File: src/rtl/alu_logical_serial_ctrl.sv
// Bit-serial sequencer that runs a WIDTH-bit AND/OR/XOR through one 1-bit logical slice,
// LSB first, with a start/busy/done handshake and a registered result/zero flag.

module alu_logical_1_bit (
  input  logic a_i,
  input  logic b_i,
  input  logic sel0_i,
  input  logic sel1_i,
  output logic y_c
);
  logic and_or_c;

  // First mux picks AND/OR, second picks that value or XOR
  always_comb begin
    and_or_c = sel0_i ? (a_i | b_i) : (a_i & b_i);
    y_c      = sel1_i ? (a_i ^ b_i) : and_or_c;
  end
endmodule

module alu_logical_serial_ctrl #(
  parameter int unsigned WIDTH = 8
) (
  input  logic             clk,
  input  logic             rst,
  input  logic             start_i,
  input  logic [1:0]       op_i,
  input  logic [WIDTH-1:0] a_i,
  input  logic [WIDTH-1:0] b_i,
  output logic             busy_o,
  output logic             done_o,
  output logic [WIDTH-1:0] result_o,
  output logic             zero_o
);
  localparam int unsigned CW = (WIDTH > 1) ? $clog2(WIDTH) : 1;

  typedef enum logic [1:0] {IDLE, RUN, DONE} state_e;

  state_e           state_q, state_d;
  logic [WIDTH-1:0] a_q, a_d, b_q, b_d, result_q, result_d;
  logic [1:0]       op_q, op_d;
  logic [CW-1:0]    cnt_q, cnt_d;
  logic             busy_q, busy_d, done_q, done_d, zero_q, zero_d;
  logic             accept_c, last_c, slice_y_c;
  logic [WIDTH-1:0] shifted_c;

  alu_logical_1_bit u_slice (
    .a_i    (a_q[0]),
    .b_i    (b_q[0]),
    .sel0_i (op_q[0]),
    .sel1_i (op_q[1]),
    .y_c    (slice_y_c)
  );

  assign accept_c  = start_i && (state_q != RUN);
  assign last_c    = (cnt_q == CW'(WIDTH - 1));
  assign shifted_c = {slice_y_c, result_q[WIDTH-1:1]};

  always_ff @(posedge clk or posedge rst) begin
    if (rst) begin
      state_q  <= IDLE;
      a_q      <= '0;
      b_q      <= '0;
      op_q     <= '0;
      cnt_q    <= '0;
      result_q <= '0;
      zero_q   <= 1'b0;
      busy_q   <= 1'b0;
      done_q   <= 1'b0;
    end else begin
      state_q  <= state_d;
      a_q      <= a_d;
      b_q      <= b_d;
      op_q     <= op_d;
      cnt_q    <= cnt_d;
      result_q <= result_d;
      zero_q   <= zero_d;
      busy_q   <= busy_d;
      done_q   <= done_d;
    end
  end

  always_comb begin
    state_d = state_q;
    unique case (state_q)
      IDLE:    if (start_i) state_d = RUN;
      RUN:     if (last_c) state_d = DONE;
      DONE:    state_d = start_i ? RUN : IDLE;
      default: state_d = IDLE;
    endcase
  end

  // Datapath updates and registered status flags
  always_comb begin
    a_d      = a_q;
    b_d      = b_q;
    op_d     = op_q;
    cnt_d    = cnt_q;
    result_d = result_q;
    zero_d   = zero_q;
    if (accept_c) begin
      a_d   = a_i;
      b_d   = b_i;
      op_d  = op_i;
      cnt_d = '0;
    end else if (state_q == RUN) begin
      result_d = shifted_c;
      a_d      = a_q >> 1;
      b_d      = b_q >> 1;
      if (last_c) begin
        zero_d = (shifted_c == '0);
      end else begin
        cnt_d = cnt_q + CW'(1);
      end
    end
    busy_d = (state_d == RUN);
    done_d = (state_d == DONE);
  end

  assign busy_o   = busy_q;
  assign done_o   = done_q;
  assign result_o = result_q;
  assign zero_o   = zero_q;
endmodule

File: config.mk
export PLATFORM = sky130hd
export DESIGN_NAME = alu_logical_serial_ctrl
export DESIGN_NICKNAME = d
export VERILOG_FILES = /design/src/rtl/alu_logical_serial_ctrl.sv
export SDC_FILE = /design/constraint.sdc
export NUM_CORES = 1
export LEC_CHECK = 0
export ABC_CLOCK_PERIOD_IN_PS = 1400
export BUFFER_PORTS_ARGS = -buffer_cell sky130_fd_sc_hd__buf_4
export CAP_MARGIN = 20
export CORE_MARGIN = 3
export CORE_UTILIZATION = 48
export CTS_CLUSTER_SIZE = 14
export DETAILED_ROUTE_END_ITERATION = 6
export PLACE_DENSITY = 0.72
export SLEW_MARGIN = 30
export SYNTH_ARGS = -nofsm -noshare
export SYNTH_HDL_FRONTEND = slang
export SYNTH_HIERARCHICAL = 1
export SYNTH_SLANG_ARGS = --single-unit
File: constraint.sdc
create_clock -name clk -period 1.4 [get_ports clk]
set_input_delay 0.14 -clock clk [delete_from_list [all_inputs] [get_ports clk]]
set_output_delay 0.14 -clock clk [all_outputs]
set_load 0.02 [all_outputs]
==> results of run 1 <==
-- timing repair --
action	CTS	global route
setup endpoints to repair	1	4
endpoints found under the hold margin	34	0
pin swaps	1	0
buffers inserted	0	1
gates resized for setup	1	3
hold buffers	1	0
-- power groups by stage --
| stage | sequential (W) | combinational (W) | clock [W] |
|---|---|---|---|
| after floorplan | 0.00172 | 0.000883 | 0 |
| after global placement | 0.00162 | 0.00134 | 0 |
| after detailed placement | 0.00165 | 0.00139 | 0 |
| after CTS | 0.00163 | 0.00141 | 0.000724 |
| after global routing | 0.00168 | 0.00163 | 0.000773 |
| final | 0.00163 | 0.00143 | 0.000709 |
-- logic make-up (layout without fill, tap and decap cells) --
logic type | after synthesis | in the layout | synth area share
buffers and inverters | 13 | 53 | 0.0514
AOI/OAI and AO/OA | 21 | 21 | 0.0813
and+or+nand+nor | 52 | 52 | 0.141
muxes | 19 | 19 | 0.129
adders and majority gates | 4 | 4 | 0.0332
DFF | 34 | 34 | 0.564
-- through the flow --
stage                     hold slack (ps)   util  worst slack, ps  TNS, ps  instance area, sq um
after floorplan                       282      -             5.02        0                  1510
after global placement                257  0.620             68.8        0                  1780
after detailed placement              271  0.620            -41.8    -41.8                  1780
after CTS                            17.9  0.650             11.0        0                  1870
after global routing                 6.14  0.656            -63.4    -63.4                  1890
final                                28.1  0.656             24.2        0                  1890
-- final timing paths --
| path | from | end | cells past startpoint |
|---|---|---|---|
| setup / recovery | a_q[0]$_DFFE_PP0P_ | zero_o$_DFFE_PP0P_ | 7 |
| hold / removal | op_i[0] | op_q[0]$_DFFE_PP0P_ | 2 |
| setup reg to reg | a_q[0]$_DFFE_PP0P_ | zero_o$_DFFE_PP0P_ | 7 |
| hold reg to reg | a_q[3]$_DFFE_PP0P_ | a_q[2]$_DFFE_PP0P_ | 2 |
| max in group asynchronous | rst | b_q[2]$_DFFE_PP0P_ | 4 |
| min in group asynchronous | rst | a_q[6]$_DFFE_PP0P_ | 4 |
-- state kept, by name, summed over array words and instances, names as in the netlist --
name,flops
b_q,8
state_q,2
cnt_q,3
a_q,8
zero_o,1
result_o,8
done_o,1
busy_o,1
op_q,2
-- cell usage after synthesis --
library cell	count	share of area
o22ai_1	2	0.0083
nor2_1	4	0.010
nand2b_1	1	0.0042
mux2i_1	16	0.11
dfrtp_1	34	0.56
nand2_1	42	0.10
a22o_1	2	0.012
buf_2	2	0.0066
inv_1	6	0.015
o31ai_2	1	0.0083
o21ai_0	14	0.046
o21ai_1	2	0.0066
buf_4	3	0.015
and2b_1	1	0.0050
mux2_2	3	0.022
nor4_1	2	0.0083
and2_1	1	0.0042
nand3b_1	1	0.0050
buf_6	2	0.015
ha_1	4	0.033
-- critical path, cell delays in order (launching register included) --
cell,delay [ps]
dfrtp_1,390
inv_1,60
ha_1,280
nand2_1,80
o31ai_2,80
nor4_1,200
nand2_1,90
o21ai_1,140
-- layer usage --
metal,routed length [microns],vias up,global-route usage
met4,44,0,0.0636
li1,-,553,-
met5,0,-,0
met3,131,7,0.0558
met2,1340,22,0.274
met1,1270,537,0.208
-- area by class of cell --
class,count,area [sq um]
Multi-Input combinational cell,96,588
Sequential cell,34,851
Clock inverter,3,40.0
Tap cell,42,52.6
Fill cell,233,990
Timing Repair Buffer,39,295
Inverter,6,22.5
Clock buffer,5,37.5
==> results.yml, run 1 <==
status:
  status: "finished, final reports clean"
floorplan:
  num_rows: 19
  die_area_sq_um: 3850
  die_x_microns: 62.0
  fp.coreArea_sq_um: 2880
  die_h_microns: 62.0
  initial_core_util: 0.524
  io_pins: 32
synth:
  synth-seq-cells: 34
  syn_avg_cell_area_sq_um: 10.5
  yosys_warnings: 6
  yosys.cell_types.count: 20
  synth_nets: 168
  postSynthCellCount: 143
  syn_area_sq_um: 1510
  yosysSeqAreaShare: 0.564
grt:
  antenna_found_initial: 0
  grt_pass1_vias: 1052
  grt_util_all_layers: 0.169
  grt-ovfl-total: 0
  grt_pass1_wl_mm: 4.62
  grt_max_degree: 35
detailed_routing:
  ant_nets: 0
  first_pass_iters: 4
  wirelength_mm: 2.79
  vias: 1119
  drc_errors: 0
  drtIter0Drc: 35
  avgRoutedWirePerCell_microns: 12.4
  vias_per_cell: 4.97
critical_path:
  critPathLaunchType: "flop"
  path_class: "reg2reg"
  path_max_fanout: 3
  endpoint_kind: "flop"
  required_ps: 1670
  r2r_setup_slack_ps: 20
  crit_arrival_ps: 1650
timing:
  worst_pin_slew_ps: 421
  fmax_mhz: 727
  setup_viol: 0
  rsz0062_at_grt: "yes"
  period_share: 0.983
  skew_ps: 6.34
  finalHoldViolCount: 0
  max-slew-margin-rel: 0.719
  fin_crit_ps: 1380
  final_max_slew_viol_count: 0
hold_path:
  min_path_type: "in2reg"
power:
  internal_power_w: 0.00238
  power.total_w: 0.00376
  clkPwrFrac: 0.188
  p_sw_w: 0.00138
  p_per_area_nw_per_um2: 2000
  seqPwrFrac: 0.433
  p_comb_frac: 0.379
  vdd_ir_drop_max_mv: 1.10
  swShare: 0.368
  p_leak_nw: 0.995
clock_network:
  cts_tree: "done"
  h-tree-depth: 2
  clockBufferDepth: 2
  insertion_delay_ps: 330
  cts.sinks: 34
  cts_made_buffers: 5
  cts_root_buf: "clkbuf_4"
  clk_pin_slew_worst_paths_ps: 110
final_layout:
  antenna_cells: 0
  syn_to_final_growth_pct: 25.1
  layout_commonest_cell: "nand2_1"
  layout.cells.non_filler: 225
  layout-drive-gt1-share: 0.290
  fin_nets: 207
  final_cell_mix: "nand2_1 (42), buf_4 (38), dfrtp_1 (34)"
placement:
  dp_hpwl_mm: 1.99
  dpl.cell_count: 215
  port_buffers: 31
  routabilityCongestion: 0.728
job:
  max_cap_violations: 0
(Power assumes the default switching activity.)
==> run 2: changes to the inputs <==
--- a/config.mk
+++ b/config.mk
@@ -8,11 +8,11 @@
 export ABC_CLOCK_PERIOD_IN_PS = 1400
 export BUFFER_PORTS_ARGS = -buffer_cell sky130_fd_sc_hd__buf_4
 export CAP_MARGIN = 20
-export CORE_MARGIN = 3
+export CORE_MARGIN = 2
 export CORE_UTILIZATION = 48
 export CTS_CLUSTER_SIZE = 14
 export DETAILED_ROUTE_END_ITERATION = 6
-export PLACE_DENSITY = 0.72
+export PLACE_DENSITY = 0.76
 export SLEW_MARGIN = 30
 export SYNTH_ARGS = -nofsm -noshare
 export SYNTH_HDL_FRONTEND = slang
==> run 2 against run 1 <==
Compared with the run above:
- combinational power up 4%
- design area down 0.80%
- largest power group unchanged
- final cell count unchanged
- total power down 3.6%
- maximum frequency up 0.80%
- sequential power about the same
- largest cell class unchanged
- highest routed layer unchanged
- count of clock-buffer cells in the layout up 2
==> results.yml, run 2 (same netlist as run 1, synthesis figures left out) <==
floorplan:
  die_x_microns: 60.0
  fp.coreArea_sq_um: 3030
  initial_core_util: 0.498
  io_pins: 32
  die_h_microns: 60.0
  num_rows: 20
  die_area_sq_um: 3610
clock_network:
  clk_pin_slew_worst_paths_ps: 100
  cts.sinks: 34
  clockBufferDepth: 2
  insertion_delay_ps: 330
  h-tree-depth: 2
  cts_tree: "done"
  cts_made_buffers: 5
  cts_root_buf: "clkbuf_4"
hold_path:
  min_path_type: "in2reg"
  worstHoldStart: "op_i[0]"
  min_to: "op_q[0]$_DFFE_PP0P_"
  hold_depth: 2
grt:
  grt_max_degree: 35
  antenna_found_initial: 0
  grt_util_all_layers: 0.189
  grt_pass1_vias: 1133
  grt_pass1_wl_mm: 4.90
  grt-ovfl-total: 0
timing:
  period_share: 0.975
  fin_tns_setup_ps: 0
  rsz0062_at_grt: "yes"
  finalHoldViolCount: 0
  skew_ps: 11.1
  setup_viol: 0
  fin_crit_ps: 1360
  worst_pin_slew_ps: 408
  final_max_slew_viol_count: 0
  max-slew-margin-rel: 0.728
  fmax_mhz: 733
placement:
  dp_hpwl_mm: 1.98
  port_buffers: 31
  routabilityCongestion: 0.749
job:
  max_cap_violations: 0
power:
  power.total_w: 0.00363
  vdd_ir_drop_max_mv: 0.958
  p_per_area_nw_per_um2: 1940
  p_leak_nw: 0.975
detailed_routing:
  ant_nets: 0
  avgRoutedWirePerCell_microns: 12.5
  drc_errors: 0
  vias_per_cell: 4.83
  first_pass_iters: 4
  vias: 1087
  drtIter0Drc: 21
  wirelength_mm: 2.81
critical_path:
  required_ps: 1670
  path_max_fanout: 3
  cp_slowest_cell: "dfrtp_1"
  reg2reg_depth: 7
  r2r_setup_slack_ps: 40
  path_cells: "inv_1, ha_1, nand2_2, o31ai_4, nor4_2, nand2_1, o21ai_1"
  endpoint_kind: "flop"
  crit_arrival_ps: 1630
  critPathLaunchType: "flop"
  path_buf_inv: 1
  path_delay_family: "flip-flops"
  path_class: "reg2reg"
  r2r-start: "a_q[0]$_DFFE_PP0P_"
  timing.rr.end: "zero_o$_DFFE_PP0P_"
  cpPeakStageDelay_ps: 380
final_layout:
  layout_commonest_cell: "nand2_1"
  antenna_cells: 0
  final_cell_mix: "nand2_1 (41), buf_4 (37), dfrtp_1 (34)"
  layout-drive-gt1-share: 0.293
  utilization: 0.618
  fin_nets: 206
  syn_to_final_growth_pct: 24.1
status:
  status: "finished, final reports clean"
-- run 2: through the flow --
stage	instance area [sq um]	hold WS, ps	instances	setup WS, ps
after floorplan	1510	282	143	5.02
after global placement	1790	255	217	70.9
after detailed placement	1790	264	217	-43.9
after CTS	1840	25.7	225	3.10
after global routing	1870	34.7	225	-75.8
final	1870	39.9	225	35.1
-- run 2: worst register-to-register path, cell delays in order, from the launching register on --
cell and delay (ps):
dfrtp_1 380, inv_1 60, ha_1 300, nand2_2 80, o31ai_4 70, nor4_2 220
nand2_1 90, o21ai_1 110
-- run 2: repair_timing --
item	4_1_cts	5_1_grt
pin swaps	1	2
hold endpoints to repair	34	0
setup buffers	0	0
hold buffers	1	0
gates resized for setup	0	9
endpoints found under the setup margin	1	4
-- run 2: worst max-delay path by stage --
stage,from,to,slack (ps),cells after the start
floorplan,cnt_q[0]$_DFFE_PP0P_,cnt_q[0]$_DFFE_PP0P_,5,5
global placement,a_q[0]$_DFFE_PP0P_,zero_o$_DFFE_PP0P_,70,7
detailed placement,b_q[0]$_DFFE_PP0P_,zero_o$_DFFE_PP0P_,-40,7
CTS,cnt_q[0]$_DFFE_PP0P_,cnt_q[0]$_DFFE_PP0P_,3,5
global route,a_q[0]$_DFFE_PP0P_,zero_o$_DFFE_PP0P_,-80,7
finish,a_q[0]$_DFFE_PP0P_,zero_o$_DFFE_PP0P_,40,7
-- run 2: power breakdown --
part | internal [W] | switching (W) | leakage [nW]
sequential | 0.00136 | 0.000288 | 0.434
combinational | 0.000686 | 0.000805 | 0.515
clock | 0.000189 | 0.000298 | 0.0254
-- run 2: final cells by class --
type	instances	area, sq um
tap	44	55.1
timing repair buffer	38	288
multi-input combinational	96	611
fill	261	1160
inverter	6	22.5
sequential	34	851
clock buffer	7	45.0
-- run 2: metal layers --
| layer | global-route usage | routed length (microns) |
|---|---|---|
| met1 | 0.243 | 1290 |
| met2 | 0.297 | 1350 |
| met3 | 0.0433 | 110 |
| met4 | 0.102 | 51 |
| met5 | 0 | 0 |
==> run 3: changes to the inputs <==
--- a/config.mk
+++ b/config.mk
@@ -10,9 +10,10 @@
 export CAP_MARGIN = 20
 export CORE_MARGIN = 2
 export CORE_UTILIZATION = 48
+export CTS_BUF_LIST = sky130_fd_sc_hd__clkbuf_16
 export CTS_CLUSTER_SIZE = 14
 export DETAILED_ROUTE_END_ITERATION = 6
-export PLACE_DENSITY = 0.76
+export PLACE_DENSITY = 0.74
 export SLEW_MARGIN = 30
 export SYNTH_ARGS = -nofsm -noshare
 export SYNTH_HDL_FRONTEND = slang
==> run 3 against run 2 <==
Compared with the run above:
- sequential power barely moved
- routed wire length is 3.0% higher
- highest routed layer unchanged
- final cell count increased by 0.44%
- count of clock-buffer cells in the layout shrank 2
- die area did not move
- worst hold slack gained 57 ps
- clock power is 110% higher
==> results.yml, run 3 (same netlist as run 1, synthesis figures left out) <==
floorplan:
  die_area_sq_um: 3610
  io_pins: 32
  num_rows: 20
  die_h_microns: 60.0
  die_x_microns: 60.0
  fp.coreArea_sq_um: 3030
  initial_core_util: 0.498
timing:
  fin_crit_ps: 1390
  rsz0062_at_grt: "yes"
  setup_viol: 0
  finalHoldViolCount: 0
  final_max_slew_viol_count: 0
  skew_ps: 2.93
  worst_pin_slew_ps: 422
  fin_tns_setup_ps: 0
  period_share: 0.990
  fmax_mhz: 721
  max-slew-margin-rel: 0.718
detailed_routing:
  vias_per_cell: 4.85
  vias: 1097
  avgRoutedWirePerCell_microns: 12.8
  wirelength_mm: 2.89
  drtIter0Drc: 33
  ant_nets: 0
  first_pass_iters: 4
  drc_errors: 0
clock_network:
  insertion_delay_ps: 270
  cts_root_buf: "clkbuf_16"
  cts_tree: "done"
  clk_pin_slew_worst_paths_ps: 50
  clockBufferDepth: 2
  cts.sinks: 34
  cts_setup_buffers: 0
  h-tree-depth: 2
  cts_made_buffers: 5
final_layout:
  multi_input_area_sq_um: 588
  final-seq-area_sq_um: 851
  fin_nets: 206
  syn_to_final_growth_pct: 28.7
  layout.cells.non_filler: 226
  layout-drive-gt1-share: 0.269
  utilization: 0.641
  antenna_cells: 0
  layout_commonest_cell: "nand2_1"
  fillCellCount: 262
  final_cell_mix: "nand2_1 (41), buf_4 (37), dfrtp_1 (34)"
  post-route-cell-area_sq_um: 1940
critical_path:
  startpoint: "b_q[0]$_DFFE_PP0P_"
  cp-endpoint: "zero_o$_DFFE_PP0P_"
  crit_arrival_ps: 1590
  r2r_setup_slack_ps: 10
  timing.rr.end: "zero_o$_DFFE_PP0P_"
  reg2reg_depth: 7
  path_class: "reg2reg"
  path_max_fanout: 3
  critPathLaunchType: "flop"
  required_ps: 1600
  endpoint_kind: "flop"
  r2r-start: "b_q[0]$_DFFE_PP0P_"
placement:
  port_buffers: 31
  dp_hpwl_mm: 1.95
  dpl.cell_count: 217
  routabilityCongestion: 0.701
  placed_area_sq_um: 1790
power:
  p_per_area_nw_per_um2: 2100
  vdd_ir_drop_max_mv: 1.15
  p_leak_nw: 1.01
hold_path:
  min_path_type: "in2reg"
job:
  max_cap_violations: 0
grt:
  antenna_found_initial: 0
  grt_pass1_vias: 1182
  grt_pass1_wl_mm: 5.07
  grt_util_all_layers: 0.196
  grt-ovfl-total: 0
  grt_max_degree: 35
status:
  status: "finished, final reports clean"
run 3: cell count changes in the layout (fill, tap and decap cells not counted):
| cell | before | now |
|---|---|---|
| o31ai_4 | 1 | 0 |
| nor4_1 | 1 | 2 |
| o31ai_2 | 0 | 1 |
| and2_4 | 1 | 0 |
| clkbuf_1 | 2 | 0 |
| nor2_2 | 2 | 0 |
| and2_1 | 0 | 1 |
| clkbuf_16 | 0 | 5 |
| clkbuf_4 | 5 | 0 |
| nor2_1 | 2 | 4 |
| nor4_2 | 1 | 0 |
| clkinv_1 | 0 | 3 |
run 3: per-layer routing:
metal,track usage,share of wire,vias to the layer above
met5,0,0,-
met4,0.0921,0.024,0
met3,0.0693,0.052,7
met2,0.303,0.45,27
met1,0.245,0.47,514
li1,-,-,549
run 3: metrics by stage:
| stage | power (W) | worst slack (ps) | hold WS, ps |
|---|---|---|---|
| 4_1_cts | 0.00410 | 17.2 | 92.0 |
| 3_3_place_gp | 0.00297 | 72.8 | 253 |
| 2_1_floorplan | 0.00260 | 5.02 | 282 |
| 6_report | 0.00408 | 13.4 | 97.1 |
| 3_5_place_dp | 0.00305 | 24.3 | 265 |
| 5_1_grt | 0.00440 | -121 | 97.3 |
run 3: worst min path at each step:
stage / startpoint / end / depth (start not counted)
2_1_floorplan: rst / a_q[0]$_DFFE_PP0P_ / 1
3_3_place_gp: rst / a_q[5]$_DFFE_PP0P_ / 3
3_5_place_dp: rst / a_q[4]$_DFFE_PP0P_ / 3
4_1_cts: op_i[1] / op_q[1]$_DFFE_PP0P_ / 2
5_1_grt: op_i[0] / op_q[0]$_DFFE_PP0P_ / 2
6_report: op_i[1] / op_q[1]$_DFFE_PP0P_ / 2
run 3: what timing repair did:
| action | in CTS | in global routing |
|---|---|---|
| resized for setup | 0 | 4 |
| hold buffers | 1 | 0 |
| endpoints found under the setup margin | 1 | 3 |
| pin swaps | 1 | 3 |
| hold endpoints to repair | 34 | 0 |
run 3: cell type report:
type,count,share of cell area
sequential,34,0.438
multi-input combinational,96,0.303
timing repair buffer,38,0.148
clock buffer,5,0.0645
tap,44,0.0284
inverter,6,0.0116
clock inverter,3,0.00580
run 3: power by group:
| part | total [W] | internal [W] | leakage, nW | switching (W) |
|---|---|---|---|---|
| Clock | 0.00101 | 0.000638 | 0.0663 | 0.000371 |
| Sequential | 0.00165 | 0.00137 | 0.434 | 0.000276 |
| Combinational | 0.00142 | 0.000639 | 0.511 | 0.000782 |
| Total | 0.00408 | 0.00265 | 1.01 | 0.00143 |
run 3: critical path: stages, from the launching register on:
cell and delay [ps]:
dfrtp_1 370, inv_1 60, ha_1 300, nand2_2 80, o31ai_2 80, nor4_1 230, nand2_1 80, o21ai_1 110
